$ cat src/rtl/ps2_mouse_tracker.sv
// PS/2 mouse receiver: synchronizes the raw pins, decodes 11-bit frames, assembles
// 3-byte stream-mode packets and accumulates clamped screen-space cursor coordinates.
module ps2_mouse_tracker #(
    parameter int H_MAX          = 640,
    parameter int V_MAX          = 480,
    parameter int X_INIT         = 320,
    parameter int Y_INIT         = 240,
    parameter int TIMEOUT_CYCLES = 50000
) (
    input  logic       clk,
    input  logic       reset,
    input  logic       ps2_clk,
    input  logic       ps2_data,
    output logic [9:0] mouse_x,
    output logic [9:0] mouse_y,
    output logic       btn_left,
    output logic       btn_right,
    output logic       pkt_valid,
    output logic       err,
    output logic [1:0] frame_state
);

    localparam int TW = $clog2(TIMEOUT_CYCLES + 1);
    localparam logic signed [11:0] X_LIM = 12'(H_MAX - 1);
    localparam logic signed [11:0] Y_LIM = 12'(V_MAX - 1);

    typedef enum logic [1:0] {S_IDLE, S_DATA, S_PARITY, S_STOP} state_t;

    // Output contract: pkt_valid and err are single-cycle pulses with no back-pressure;
    // mouse_x/mouse_y/buttons change only in the cycle pkt_valid is high.
    state_t        state;
    logic [2:0]    clk_sync;
    logic [1:0]    data_sync;
    logic [2:0]    bit_cnt;
    logic [7:0]    shreg;
    logic          parity_bit;
    logic [1:0]    byte_idx;
    logic [TW-1:0] to_cnt;
    logic          yovf_q, xovf_q, ysign_q, xsign_q, btn_r_q, btn_l_q;
    logic [7:0]    byte1_q;

    logic                fall, bit_in, frame_ok, to_hit;
    logic signed [11:0]  dx, dy, nx, ny;
    logic [9:0]          x_new, y_new;

    assign fall        = clk_sync[2] & ~clk_sync[1];
    assign bit_in      = data_sync[1];
    assign frame_ok    = (^{shreg, parity_bit}) & bit_in;
    assign to_hit      = (to_cnt == TW'(TIMEOUT_CYCLES));
    assign frame_state = state;

    always_comb begin
        dx = xovf_q ? '0 : {{4{xsign_q}}, byte1_q};
        dy = yovf_q ? '0 : {{4{ysign_q}}, shreg};
        nx = $signed({2'b00, mouse_x}) + dx;
        ny = $signed({2'b00, mouse_y}) - dy;   // PS/2 Y is up-positive, screen Y is down-positive
        x_new = nx[9:0];
        y_new = ny[9:0];
        if (nx < 0)          x_new = '0;
        else if (nx > X_LIM) x_new = X_LIM[9:0];
        if (ny < 0)          y_new = '0;
        else if (ny > Y_LIM) y_new = Y_LIM[9:0];
    end

    always_ff @(posedge clk or negedge reset) begin
        if (!reset) begin
            clk_sync  <= 3'b111;
            data_sync <= 2'b11;
        end else begin
            clk_sync  <= {clk_sync[1:0], ps2_clk};
            data_sync <= {data_sync[0], ps2_data};
        end
    end

    always_ff @(posedge clk or negedge reset) begin
        if (!reset) begin
            to_cnt <= '0;
        end else if (fall) begin
            to_cnt <= '0;
        end else if (!to_hit) begin
            to_cnt <= to_cnt + 1'b1;
        end
    end

    always_ff @(posedge clk or negedge reset) begin
        if (!reset) begin
            state      <= S_IDLE;
            bit_cnt    <= '0;
            shreg      <= '0;
            parity_bit <= 1'b0;
            byte_idx   <= '0;
            yovf_q     <= 1'b0;
            xovf_q     <= 1'b0;
            ysign_q    <= 1'b0;
            xsign_q    <= 1'b0;
            btn_r_q    <= 1'b0;
            btn_l_q    <= 1'b0;
            byte1_q    <= '0;
            mouse_x    <= 10'(X_INIT);
            mouse_y    <= 10'(Y_INIT);
            btn_left   <= 1'b0;
            btn_right  <= 1'b0;
            pkt_valid  <= 1'b0;
            err        <= 1'b0;
        end else begin
            pkt_valid <= 1'b0;
            err       <= 1'b0;
            if (fall) begin
                case (state)
                    S_IDLE: begin
                        bit_cnt <= '0;
                        if (!bit_in) state <= S_DATA;
                    end
                    S_DATA: begin
                        shreg   <= {bit_in, shreg[7:1]};
                        bit_cnt <= bit_cnt + 3'd1;
                        if (bit_cnt == 3'd7) state <= S_PARITY;
                    end
                    S_PARITY: begin
                        parity_bit <= bit_in;
                        state      <= S_STOP;
                    end
                    S_STOP: begin
                        state <= S_IDLE;
                        if (!frame_ok) begin
                            err      <= 1'b1;
                            byte_idx <= '0;
                        end else begin
                            case (byte_idx)
                                2'd0: begin
                                    // bit3 is always set in a real header; anything else means misalignment
                                    if (!shreg[3]) begin
                                        err <= 1'b1;
                                    end else begin
                                        {yovf_q, xovf_q, ysign_q, xsign_q} <= shreg[7:4];
                                        {btn_r_q, btn_l_q}                 <= shreg[1:0];
                                        byte_idx <= 2'd1;
                                    end
                                end
                                2'd1: begin
                                    byte1_q  <= shreg;
                                    byte_idx <= 2'd2;
                                end
                                default: begin
                                    mouse_x   <= x_new;
                                    mouse_y   <= y_new;
                                    btn_left  <= btn_l_q;
                                    btn_right <= btn_r_q;
                                    pkt_valid <= 1'b1;
                                    byte_idx  <= 2'd0;
                                end
                            endcase
                        end
                    end
                    default: state <= S_IDLE;
                endcase
            end else if (to_hit) begin
                state    <= S_IDLE;
                byte_idx <= '0;
            end
        end
    end

endmodule

$ cat config.mk
export PLATFORM = sky130hd
export DESIGN_NAME = ps2_mouse_tracker
export DESIGN_NICKNAME = d
export VERILOG_FILES = /design/src/rtl/ps2_mouse_tracker.sv
export SDC_FILE = /design/constraint.sdc
export NUM_CORES = 1
export LEC_CHECK = 0
export CORE_ASPECT_RATIO = 0.8
export CORE_MARGIN = 3
export CORE_UTILIZATION = 30
export DETAILED_ROUTE_END_ITERATION = 7
export GPL_TIMING_DRIVEN = 0
export SLEW_MARGIN = 10
export SYNTH_ARGS = -nofsm -noshare
export SYNTH_HDL_FRONTEND = slang
export SYNTH_SLANG_ARGS = --single-unit
$ cat constraint.sdc
create_clock -name clk -period 4.3 [get_ports clk]
set_input_delay 0.43 -clock clk [delete_from_list [all_inputs] [get_ports clk]]
set_output_delay 0.43 -clock clk [all_outputs]
set_load 0.005 [all_outputs]
==> results.txt <==
* Post-synth top area share: 0.357
- For this run the aggregate overflow at the end of global routing stands at 0.
* First-pass GRT wire length: 15900 microns
- Total met3 wirelength after detailed routing: roughly 300 microns
- The critical path starts at yovf_q.
- Total core area: 0.0144 sq mm
- Signal routing reaches up to met4.
- Adding up every negative setup slack in the final design gives 0 ns.
- From bottom edge to top edge, the die measures approximately 120 microns.
* Leading post-synthesis cells by cell area: sky130_fd_sc_hd__dfrtp_1 (36%), sky130_fd_sc_hd__ha_1 (8.6%), sky130_fd_sc_hd__dfstp_2 (6.4%), sky130_fd_sc_hd__mux2_2 (5.0%), sky130_fd_sc_hd__xor2_1 (3.5%)
* Yosys Warn Count: 0
* Final Slew Violations: 0
* Row count: 39
- Mean instance size in the synthesized netlist: 10.2 sq um
- Synth Flop Type: sky130_fd_sc_hd__dfrtp_1
- CTS Sinks: 75
- Final worst-path cycle share: 0.739
- For this design the ratio of total power to cell area is 421 mW/mm^2.
- Sequential-to-total area share from yosys stat: 0.421
* Dominant cell type by area after synthesis: sky130_fd_sc_hd__dfrtp_1
- Async set-reset flop share out of synthesis: 1.00
- The number of hold buffers added after CTS was 1.
- During I/O placement, the number of pins put on the boundary was 30.
- Routed wire length per instance: 13.8 microns
- The startpoint identified for the worst register-to-register timing path is yovf_q.
- Element type at the critical path end: register
* Final setup skew: around 0.0050 ns
* Longest Clk Path Bufs: 2
- Leakage: about 2.5 nW
- Area growth from synthesis to layout: 19.4%
- Maximum number of pins on one net before global-route repair: 63
- Final setup margin: 1.12 ns
- On the final layout, the worst hold slack is 0.356 ns.
- At the end of the flow, the number of nets in the layout was between 500 and 600.
- For the worst setup path, the data required time is 4.51 ns.
* Die area: 0.0165 sq mm
- After detailed routing, the number of remaining DRC violations is 0.
- The initial utilization of the core area, before any placement, comes to 0.311.
- Critical setup path kind: reg -> reg
* Net count after synthesis: around 480
- Total via count in the routed design: between 3000 and 4000
* Remaining max-slew budget at the tightest pin: 0.462
- In this run, the number of DRC markers left after iteration 0 of detailed routing was 141.
* Post-DP HPWL: 6990 microns
- Most frequently used cell type in the post-synthesis netlist: sky130_fd_sc_hd__dfrtp_1
- Share of layout cells above drive strength 1: 0.125
- The via count of the first global-routing pass was 3343.
* Total of fill cells in the finished design: 1425
- Counting the buffers created by CTS gives 9.
- By count the netlist is led by sky130_fd_sc_hd__dfrtp_1 (64), sky130_fd_sc_hd__ha_1 (31), sky130_fd_sc_hd__a21oi_1 (30), sky130_fd_sc_hd__nand2_1 (30), sky130_fd_sc_hd__nor2_1 (28).
- TritonCTS built the clock tree.
- Data arrival time of the critical path: 3.39 ns
- The number of hold violations in the final report was 0.
- Counting distinct cell types in the post-synthesis netlist gives a little under 60.
- Wire segments on met2 add up to ~4200 microns in the final route.
- IR drop worst, VDD: about 0.00023 V
- Sort of element at the start of the critical path: register
- Final Cell Area: roughly 0.0054 sq mm
* Width of the die: 143 microns
- Area of the mapped netlist: 0.00449 sq mm
- At the end of routability-driven placement, the weighted congestion stood at around 0.87.
- The H-tree was split into 3 levels.
- Largest fanout on the critical path: 10
- The tightest min-delay check is of the reg -> reg type.
- Before antenna repair, the detailed router went through 4 iterations.
- The repair_antennas step left the layout with diodes totalling 0.
* Wire length the detailed router placed on met1: approximately 4600 microns
* Highest clock frequency the design can meet: 315 MHz
* Overall routing resource usage: 0.118
- For the pin with the worst max-slew slack, the measured transition is 0.800 ns.
- Buffers placed on the I/O ports in this run total 29.
- Setup repair after global routing left no endpoint under its margin.
- Summing all placed instances gives a cell area of 0.00504 sq mm.
- In this run the most critical hold path is launched from clk_sync[0].
- OpenSTA, run right after detailed placement, puts the worst setup slack at 1.18 ns.
- The synthesized design contains 75 register bits.
* Number of antenna violations at the first check in global routing: 0
* Via density: around 5.0
- Total setup violations reported at the end of the flow: 0
- In this run, synthesis inferred 0 flip-flops with an integrated enable.
- Buffers added to address setup during post-CTS repair amount to 0.
- Insertion delay of the later-clocked pin in the worst-skew pair: between 0.3 and 0.4 ns
- In this run the clock root is driven by a sky130_fd_sc_hd__clkbuf_16.
* Number of max-cap violations: 0
* Min cycle time layout: approximately 3.2 ns
- Syn Inst Count: 442
* CTS clock-pin slew for the worst setup and hold paths: 0.06 ns
* Status: finished, final reports clean
- Post-cts resize count: 0
- Total Routed Length: between 9000 and 10000 microns
- The count of nets left with antenna violations once routing finished came out at 0.
## critical path: stages (launching register included)
cell and delay [ns]:
sky130_fd_sc_hd__dfrtp_1 0.46, sky130_fd_sc_hd__nor2b_1 0.29, sky130_fd_sc_hd__inv_1 0.18, sky130_fd_sc_hd__ha_1 0.37, sky130_fd_sc_hd__nor2b_1 0.17, sky130_fd_sc_hd__and2_1 0.17
sky130_fd_sc_hd__a221oi_1 0.42, sky130_fd_sc_hd__a21oi_1 0.14, sky130_fd_sc_hd__a211oi_1 0.38, sky130_fd_sc_hd__and4_1 0.37, sky130_fd_sc_hd__a21oi_1 0.10
## power by group
group	leakage, nW	switching [W]	internal [W]	total (W)
sequential	0.998	0.0000670	0.000759	0.000826
clock	0.157	0.000295	0.000510	0.000805
combinational	1.34	0.000326	0.000301	0.000627
## worst paths after layout
kind,endpoint,slack [ns],cells after the start
max,mouse_y[1],1.12,10
min,clk_sync[1],0.36,0
max reg2reg,mouse_y[1],1.12,10
min reg2reg,clk_sync[1],0.36,0
max in group asynchronous,mouse_x[6],3.21,3
min in group asynchronous,to_cnt[4],0.49,2
## routing by layer
| layer | GRT usage | vias up |
|---|---|---|
| li1 | - | 1669 |
| met1 | 0.159 | 1615 |
| met2 | 0.189 | 47 |
| met3 | 0.0309 | 15 |
| met4 | 0.0374 | 0 |
| met5 | 0 | - |
## cells in the final DEF, fill, tap and decap left out, types with 5 or more instances in the layout
cell,count
sky130_fd_sc_hd__nor2b_1,17
sky130_fd_sc_hd__dfrtp_1,64
sky130_fd_sc_hd__dfstp_2,11
sky130_fd_sc_hd__ha_1,31
sky130_fd_sc_hd__inv_1,22
sky130_fd_sc_hd__and3_1,6
sky130_fd_sc_hd__nand3_1,14
sky130_fd_sc_hd__nor3_1,5
sky130_fd_sc_hd__nand2_1,30
sky130_fd_sc_hd__xor2_1,18
sky130_fd_sc_hd__xnor2_1,16
sky130_fd_sc_hd__o21ai_0,20
sky130_fd_sc_hd__mux2_2,20
sky130_fd_sc_hd__a22oi_1,7
sky130_fd_sc_hd__mux2_1,5
sky130_fd_sc_hd__clkdlybuf4s50_1,28
sky130_fd_sc_hd__clkbuf_16,9
sky130_fd_sc_hd__clkbuf_1,7
sky130_fd_sc_hd__nor2_1,28
sky130_fd_sc_hd__nand2b_1,15
sky130_fd_sc_hd__buf_2,5
sky130_fd_sc_hd__a21oi_1,30
## state kept, by name, indices dropped and copies added (netlist names), 2 cells and up
name         cells
to_cnt          16
mouse_x         10
mouse_y         10
byte1_q          8
shreg            8
bit_cnt          3
clk_sync         3
byte_idx         2
data_sync        2
frame_state      2
## through the flow
step                 util  power [W]  std cells
floorplan               -    0.00133        442
detailed placement  0.349    0.00147        656
CTS                 0.371    0.00228        673
global route        0.371    0.00240        673
finish              0.371    0.00226        673
global placement    0.347    0.00145        655
## cell families (layout without fill, tap and decap cells)
group	Yosys count	in the layout	share of synthesized area
buffers and inverters	34	81	0.0298
AND/OR/NAND/NOR	140	140	0.166
adder cells (fa/ha/maj)	33	33	0.0953
multiplexers	26	26	0.0649
flip-flops	75	75	0.421
AO/OA/AOI/OAI	97	97	0.145
XOR/XNOR	37	37	0.0786
## layout make-up
type                       count  area [sq um]  share of cell area
buffer                        11          47.5             0.00887
clock buffer                  10           229              0.0427
clock inverter                 6          87.6              0.0163
inverter                      23          86.3              0.0161
multi-input combinational    333          2470               0.460
sequential                    75          1890               0.353
tap                          184           230              0.0429
timing repair buffer          31           325              0.0607
No activity file was read; power rests on OpenSTA's default activity.
